## src/rtl/toccata_pkg.sv

```systemverilog
// Shared widths and frame-word type for the toccata I2S transmit path.
package toccata_pkg;
  localparam int SAMPLE_W        = 16;
  localparam int SLOTS_PER_FRAME = 32;
  localparam int SLOT_W          = $clog2(SLOTS_PER_FRAME);

  typedef logic [2*SAMPLE_W-1:0] frame_word_t;
endpackage

```

## src/rtl/toccata_i2s_clkgen.sv

```systemverilog
// BCLK divider and slot counter; o_fall marks the clk in which bclk drops and the slot advances.
module toccata_i2s_clkgen
  import toccata_pkg::*;
#(
  parameter int BCLK_HALF_DIV = 4
) (
  input  logic              clk,
  input  logic              rst,
  output logic              o_bclk,
  output logic              o_fall,
  output logic [SLOT_W-1:0] o_slot
);

  logic [7:0]        r_div;
  logic              r_bclk;
  logic [SLOT_W-1:0] r_slot;
  logic              w_tick;

  assign w_tick = (r_div == 8'(BCLK_HALF_DIV - 1));
  // Strobe is combinational so the parent updates its registers on the same edge as the slot.
  assign o_fall = w_tick & r_bclk;
  assign o_bclk = r_bclk;
  assign o_slot = r_slot;

  always_ff @(posedge clk) begin
    if (rst) begin
      r_div  <= '0;
      r_bclk <= 1'b0;
      r_slot <= '0;
    end else begin
      if (w_tick) begin
        r_div  <= '0;
        r_bclk <= ~r_bclk;
      end else begin
        r_div  <= r_div + 8'd1;
      end
      if (o_fall) r_slot <= r_slot + 1'b1;
    end
  end

endmodule

```

## src/rtl/toccata_i2s_tx.sv

```systemverilog
// I2S transmitter: double-buffers one stereo sample and shifts it out MSB first, one frame per 32 slots.
module toccata_i2s_tx
  import toccata_pkg::*;
#(
  parameter int BCLK_HALF_DIV = 4
) (
  input  logic                clk,
  input  logic                rst,
  input  logic [SAMPLE_W-1:0] ldata,
  input  logic [SAMPLE_W-1:0] rdata,
  input  logic                endata,
  input  logic                mute,
  output logic                i2s_bclk,
  output logic                i2s_lrck,
  output logic                i2s_sdata,
  output logic                frame_load,
  output logic                overrun
);

  logic              w_bclk;
  logic              w_fall;
  logic [SLOT_W-1:0] w_slot;
  logic [SLOT_W-1:0] w_slot_nxt;
  logic              w_load;
  frame_word_t       w_word;

  logic              r_lrck;
  logic              r_frame_load;
  logic              r_overrun;
  logic              r_pend_vld;
  frame_word_t       r_pend;
  frame_word_t       r_last;
  frame_word_t       r_shift;

  toccata_i2s_clkgen #(.BCLK_HALF_DIV(BCLK_HALF_DIV)) u_clkgen (
    .clk    (clk),
    .rst    (rst),
    .o_bclk (w_bclk),
    .o_fall (w_fall),
    .o_slot (w_slot)
  );

  assign w_slot_nxt = w_slot + 1'b1;
  assign w_load     = w_fall & (w_slot == '0);
  // With nothing new pending, the last sample is repeated rather than dropping to silence.
  assign w_word     = r_pend_vld ? r_pend : r_last;

  always_ff @(posedge clk) begin
    if (rst) begin
      r_lrck       <= 1'b0;
      r_frame_load <= 1'b0;
      r_overrun    <= 1'b0;
      r_pend_vld   <= 1'b0;
      r_pend       <= '0;
      r_last       <= '0;
      r_shift      <= '0;
    end else begin
      r_frame_load <= w_load;
      r_overrun    <= endata & r_pend_vld & ~w_load;
      if (w_fall) r_lrck <= w_slot_nxt[SLOT_W-1];
      // r_last tracks the real sample even while muted so unmuting resumes it.
      if (w_load) begin
        r_shift <= mute ? '0 : w_word;
        r_last  <= w_word;
      end else if (w_fall) begin
        r_shift <= {r_shift[$bits(frame_word_t)-2:0], 1'b0};
      end
      if (endata) begin
        r_pend     <= {ldata, rdata};
        r_pend_vld <= 1'b1;
      end else if (w_load) begin
        r_pend_vld <= 1'b0;
      end
    end
  end

  assign i2s_bclk   = w_bclk;
  assign i2s_lrck   = r_lrck;
  assign i2s_sdata  = r_shift[$bits(frame_word_t)-1];
  assign frame_load = r_frame_load;
  assign overrun    = r_overrun;

endmodule

```

## config.mk

```make
export PLATFORM = sky130hd
export DESIGN_NAME = toccata_i2s_tx
export DESIGN_NICKNAME = d
export VERILOG_FILES = /design/src/rtl/toccata_pkg.sv /design/src/rtl/toccata_i2s_clkgen.sv /design/src/rtl/toccata_i2s_tx.sv
export SDC_FILE = /design/constraint.sdc
export NUM_CORES = 1
export LEC_CHECK = 0
export ABC_AREA = 0
export BUFFER_PORTS_ARGS = -buffer_cell sky130_fd_sc_hd__buf_4
export CAP_MARGIN = 10
export CELL_PAD_IN_SITES_DETAIL_PLACEMENT = 1
export CELL_PAD_IN_SITES_GLOBAL_PLACEMENT = 1
export CORE_UTILIZATION = 46
export DETAILED_ROUTE_END_ITERATION = 8
export GPL_TIMING_DRIVEN = 0
export HOLD_SLACK_MARGIN = 0.15
export PLACE_DENSITY = 0.79
export REMOVE_ABC_BUFFERS = 1
export SLEW_MARGIN = 20
export SYNTH_ARGS = -nofsm -noshare
export SYNTH_HDL_FRONTEND = slang
export SYNTH_HIERARCHICAL = 1
export SYNTH_SLANG_ARGS = --single-unit
```

## constraint.sdc

```tcl
create_clock -name clk -period 3.84 [get_ports clk]
set_clock_uncertainty 0.05 [all_clocks]
set_input_delay 0.576 -clock clk [delete_from_list [all_inputs] [get_ports clk]]
set_output_delay 0.576 -clock clk [all_outputs]
set_load 0.01 [all_outputs]
```

Word level (Yosys, flattened, before mapping)
Cells that the tools add are included.

Equal/unequal tests: 1. Add/sub/neg operators: 2. Bitwise gates (word level): 6. Muxes and demuxes: 6. Reduce and logical (&&, ||, !) cells: 4.

Operator list (number): 32-bit 2-to-1 mux (4); 8-bit by 1-bit adder with 8-bit output, second input constant (1); 8-bit by 2-bit equality test with 1-bit output, second input constant (1); 5-bit by 1-bit adder with 5-bit output, second input constant (1); 5-bit logical NOT (1); 1-bit bitwise AND (4); 2-bit nonzero test (2); 1-bit 2-to-1 mux (2); 1-bit inverter (2); 2-bit OR reduction (1).

Register bits: 114. Output and inout port bits: 5. Input bits: 36.

Depth between registers and ports, before layout
Word-level depth: 5. Mapped depth: 10.

Hierarchy
Netlist, hierarchy kept.

By module, submodules not included: toccata_i2s_tx (area each 4336.7 um2, cells an instance 455, sequential area each 2001.9 um2, instances 1); toccata_i2s_clkgen (area each 625.6 um2, cells an instance 69, sequential area each 280.3 um2, instances 1).

Worst setup path before layout
Ideal clock, no wire load.

Path type: register to register. Start: register u_clkgen.r_div[0]. End: register r_shift[0]. Setup slack: 1.095 ns. Stages on the path, launching flop included: 10. Data required time: 3.720 ns. Path buffers: 3. Arrival time: 2.625 ns. Setup time: 0.070 ns. Cell sequence: dfxtp_1 -> ha_1 -> or4b_4 -> buf_4 -> nor2_1 -> buf_4 -> or4b_1 -> buf_2 -> or4_1 -> a21oi_1.

Longest elaborated chain between the ends: 4.

RTL lines: start: declaration (RTL line toccata_i2s_clkgen.sv:14) `logic [7:0] r_div;`; start signal: assignment (RTL line toccata_i2s_clkgen.sv:35) `r_div <= r_div + 8'd1;`; 8-bit by 2-bit equality test with 1-bit output * (RTL line toccata_i2s_clkgen.sv:19) `assign w_tick = (r_div == 8'(BCLK_HALF_DIV - 1));`; 1-bit bitwise AND * (RTL line toccata_i2s_clkgen.sv:21) `assign o_fall = w_tick & r_bclk;`; named net w_fall (RTL line toccata_i2s_tx.sv:21) `logic w_fall;`; 1-bit bitwise AND (RTL line toccata_i2s_tx.sv:44) `assign w_load = w_fall & (w_slot == '0);`; 32-bit 2-to-1 mux / 2-bit nonzero test (equally long branches); end signal: assignment (RTL line toccata_i2s_tx.sv:63) `r_shift <= mute ? '0 : w_word;`; end signal: assignment (RTL line toccata_i2s_tx.sv:66) `r_shift <= {r_shift[$bits(frame_word_t)-2:0], 1'b0};`; end: declaration (RTL line toccata_i2s_tx.sv:33) `frame_word_t r_shift;`.

Mark *: on every way through the listed nets, which the timed path passes. The rest lies on a longest branch. A chain may end at the register's enable or synchronous reset.

Worst setup path in the final report
Start: register u_clkgen.r_div[0]. End: register r_shift[29].

The elaborated chain is that of the path after synthesis.

==> key figures <==
Outcome
  – Outcome: completed

Clocking
  – Clock slew seen by the registers of the worst setup and hold paths: 0.06 ns
  – Sink Count: roughly 110
  – Hold buffer count at cts: 0
  – CTS H-Tree Depth: 4
  – CTS tree: done
  – Worst-case clock buffer depth: 2
  – Clock root buffer: clkbuf_8
  – Clock Latency Late Sink: 0.52 ns
  – CTS Buf Count: 17

Critical path
  – Reg-to-reg startpoint: u_clkgen/r_div[0]
  – Worst-path fanout max: 20
  – CP required: around 4.2 ns
  – Worst setup EP type: register
  – Crit path DAT: between 3 and 4 ns
  – Critical R2R Capture: r_shift[29]
  – Startpoint types: register
  – R2r setup slk: between 0.2 and 0.3 ns
  – CP Class: reg -> reg
  – Reg2Reg Depth: 10

Min path
  – Hold Startpoint: rdata[0]
  – Hold Path Depth: 3
  – Worst Hold Class: in -> reg
  – WHS Endpoint: r_pend[0]

Placed design
  – Post-DP HPWL: ~7.4 mm
  – Port bufs: 40
  – GPL Wtd Cong: roughly 0.7
  – Place WS: -0.002157 ns

Global route
  – Initial antenna violation count: 0
  – Largest net degree at the start of global routing: 110
  – Vias in the first global route: 4426
  – Gr usage total: between 20% and 30%
  – Total gr overflow: 0
  – First-pass GRT wire length: 22.12 mm

Floorplanning
  – Width of the die: 105.9 um
  – Core area: roughly 0.010 mm^2
  – Initial Util: 47.85%
  – Rows: 37
  – Die footprint: 0.01121 mm^2
  – IO Count: 41
  – Die Y: around 110 um

Logic synthesis
  – Ranking of synthesized cells by area: dfxtp_1, mux2_2, mux2i_1
  – Cell area after synthesis: 0.004962 mm^2
  – Post-synth top flop: dfxtp_1
  – Post-synth ARST share: 0%
  – Yosys cell types: 34
  – Number of synthesized register bits: between 100 and 150
  – Synth top area share: a little under half
  – Avg Cell Area, Syn: approximately 9.5 um^2
  – Post-synth EDFFs: 0
  – Post-Syn Instances: approximately 520
  – Register area share after synthesis: a little under half
  – Ys Warns: 6
  – Dominant cell type by area after synthesis: dfxtp_1

Route
  – Vias per std cell: approximately 6.0
  – Initial DRC count: roughly 210
  – Initial DRT Pass Iterations: 4
  – Max Used Layer: met4
  – Met3 routed WL: between 500 and 600 um
  – Metal-1 WL: 5.601 mm
  – Vias post-DR: between 4000 and 5000
  – Final ANT Viol Nets: 0
  – Remaining routing DRC violations: 0
  – Per-cell routed wire length: about 19 um
  – Final wirelength: 13.24 mm
  – Routed wl met2: 6.980 mm

Timing
  – Slew margin rel.: between 40% and 50%
  – Min cycle time layout: ~3.6 ns
  – Count of final setup violators: 0
  – Slew Viols, Final: 0
  – WHS: between 0.2 and 0.25 ns
  – Max frequency: roughly 280 MHz
  – Period utilisation layout: between 90% and 100%
  – RSZ-0062 raised after global routing: false
  – Fin. Hold Viols: 0
  – Worst Tran Pin Value: 0.8400 ns
  – Setup ws final: approximately 0.29 ns

Pwr
  – Pwr dens: between 500 and 600 mW/mm^2
  – Worst vdd ir: about 360 uV
  – Lkg Pwr: roughly 2.3 nW

Cells and area
  – # fillers: approximately 1200
  – Post-layout net count: approximately 580
  – Area growth syn-to-layout: 21.63%
  – Antenna diodes: 0
  – Utilization after layout: 58.20%
  – Fraction of layout cells with a size suffix above 1: a little under a quarter

Job
  – Maxcap violations: 0
## cell usage in the layout, fill, tap and decap left out, types with 2 or more instances in the layout
master        n
o21ai_0      37
xor2_1        3
nand2_1      33
buf_6         2
clkinvlp_4    2
buf_4        43
a21oi_1      43
buf_8         2
clkbuf_16    16
or4_1         5
nor3_1        2
ha_1          2
clkbuf_1      2
nand3_1       5
buf_2         6
o31ai_1       4
a221o_1      31
clkinv_2      2
or4b_4        3
nor2_4        3
mux2i_1      33
bufinv_16     5
dfxtp_1     113
inv_1         5
or3_2         2
nor2_1       38
a211oi_1     32
buf_16        2
nand4_1      32
clkbuf_8      5
or3_1         4
mux2_2       31
## flip-flops by register name (all words and copies together) (netlist names)
register	flops
u_clkgen/o_bclk	1
overrun	1
r_shift	32
frame_load	1
i2s_lrck	1
u_clkgen/o_slot	5
r_last	32
u_clkgen/r_div	8
r_pend_vld	1
r_pend	32
## Yosys cell counts, types with 5 or more instances
| library cell | n |
|---|---|
| a211oi_1 | 32 |
| clkbuf_1 | 37 |
| nor2_1 | 41 |
| nand3_1 | 5 |
| a21oi_1 | 43 |
| nand4_1 | 32 |
| mux2_2 | 31 |
| o21ai_0 | 37 |
| dfxtp_1 | 114 |
| buf_1 | 7 |
| nand2_1 | 33 |
| inv_1 | 5 |
| a221o_1 | 31 |
| or4_1 | 5 |
| mux2i_1 | 33 |
## worst max-delay path, stage by stage (launching register included)
cell and delay (ns):
dfxtp_1 0.34, ha_1 0.25, or4b_4 0.59, nor2_4 0.50
nor4b_2 0.36, buf_2 0.29, buf_4 0.21, buf_2 0.20
buf_2 0.22, a211oi_1 0.11, a221o_1 0.30
## kinds of logic after synthesis
family                     count (synthesis)  share of synthesized area (%)
DFF                                      114                          45.99
AOI/OAI and AO/OA                        149                          20.10
adders and majority gates                  2                         0.5042
and+or+nand+nor                          132                          13.69
xor gates and xnor gates                   4                         0.7061
muxes                                     64                          13.69
buffers and inverters                     59                          5.320
## per-stage QoR
step,total power [mW],cells,TNS (ns),instance area [um^2]
2_1_floorplan,1.332,470,-249.69,4717
3_3_place_gp,1.412,646,-508.86,5187
3_5_place_dp,1.422,661,-0.002190,5376
4_1_cts,3.154,693,0,6032
5_1_grt,3.225,693,0,6036
6_report,3.129,693,0,6036
## area by class of cell
| type | instances | area, um^2 | area share (%) |
|---|---|---|---|
| multi-input combinational | 351 | 2449 | 40.57 |
| tap | 136 | 170.2 | 2.819 |
| clock buffer | 23 | 476.7 | 7.898 |
| sequential | 114 | 2286 | 37.87 |
| timing repair buffer | 55 | 460.4 | 7.629 |
| inverter | 5 | 18.77 | 0.3109 |
| clock inverter | 9 | 175.2 | 2.902 |
## routing by layer
layer | GRT usage (%) | vias up
met2 | 42.76 | 77
met1 | 31.27 | 2106
met5 | 0 | -
met3 | 5.813 | 11
li1 | - | 1997
met4 | 8.433 | 0
## worst max-delay path by stage
stage                        endpoint  slack (ns)         startpoint  depth (start not counted)
after floorplan           r_shift[10]       -4.10  u_clkgen/r_div[0]                          6
after global routing      r_shift[22]        0.13  u_clkgen/r_div[0]                          7
final                     r_shift[29]        0.29  u_clkgen/r_div[0]                         10
after CTS                 r_shift[29]        0.27  u_clkgen/r_div[0]                         10
after detailed placement  r_shift[25]      -0.002  u_clkgen/r_div[0]                          7
after global placement    r_shift[13]       -8.45  u_clkgen/r_div[0]                          6
## repair_timing
item | CTS | global route
buffers inserted | 0 | 0
setup endpoints to repair | 14 | 0
resized for setup | 1 | 0
## report_power, final
group	leakage (nW)	total, mW	switching [mW]	internal (mW)
sequential	0.926	1.25	0.0375	1.21
clock	0.314	1.73	0.543	1.19
combinational	1.02	0.151	0.0800	0.0713
total	2.26	3.13	0.661	2.47
No activity file was read; power rests on OpenSTA's default activity.
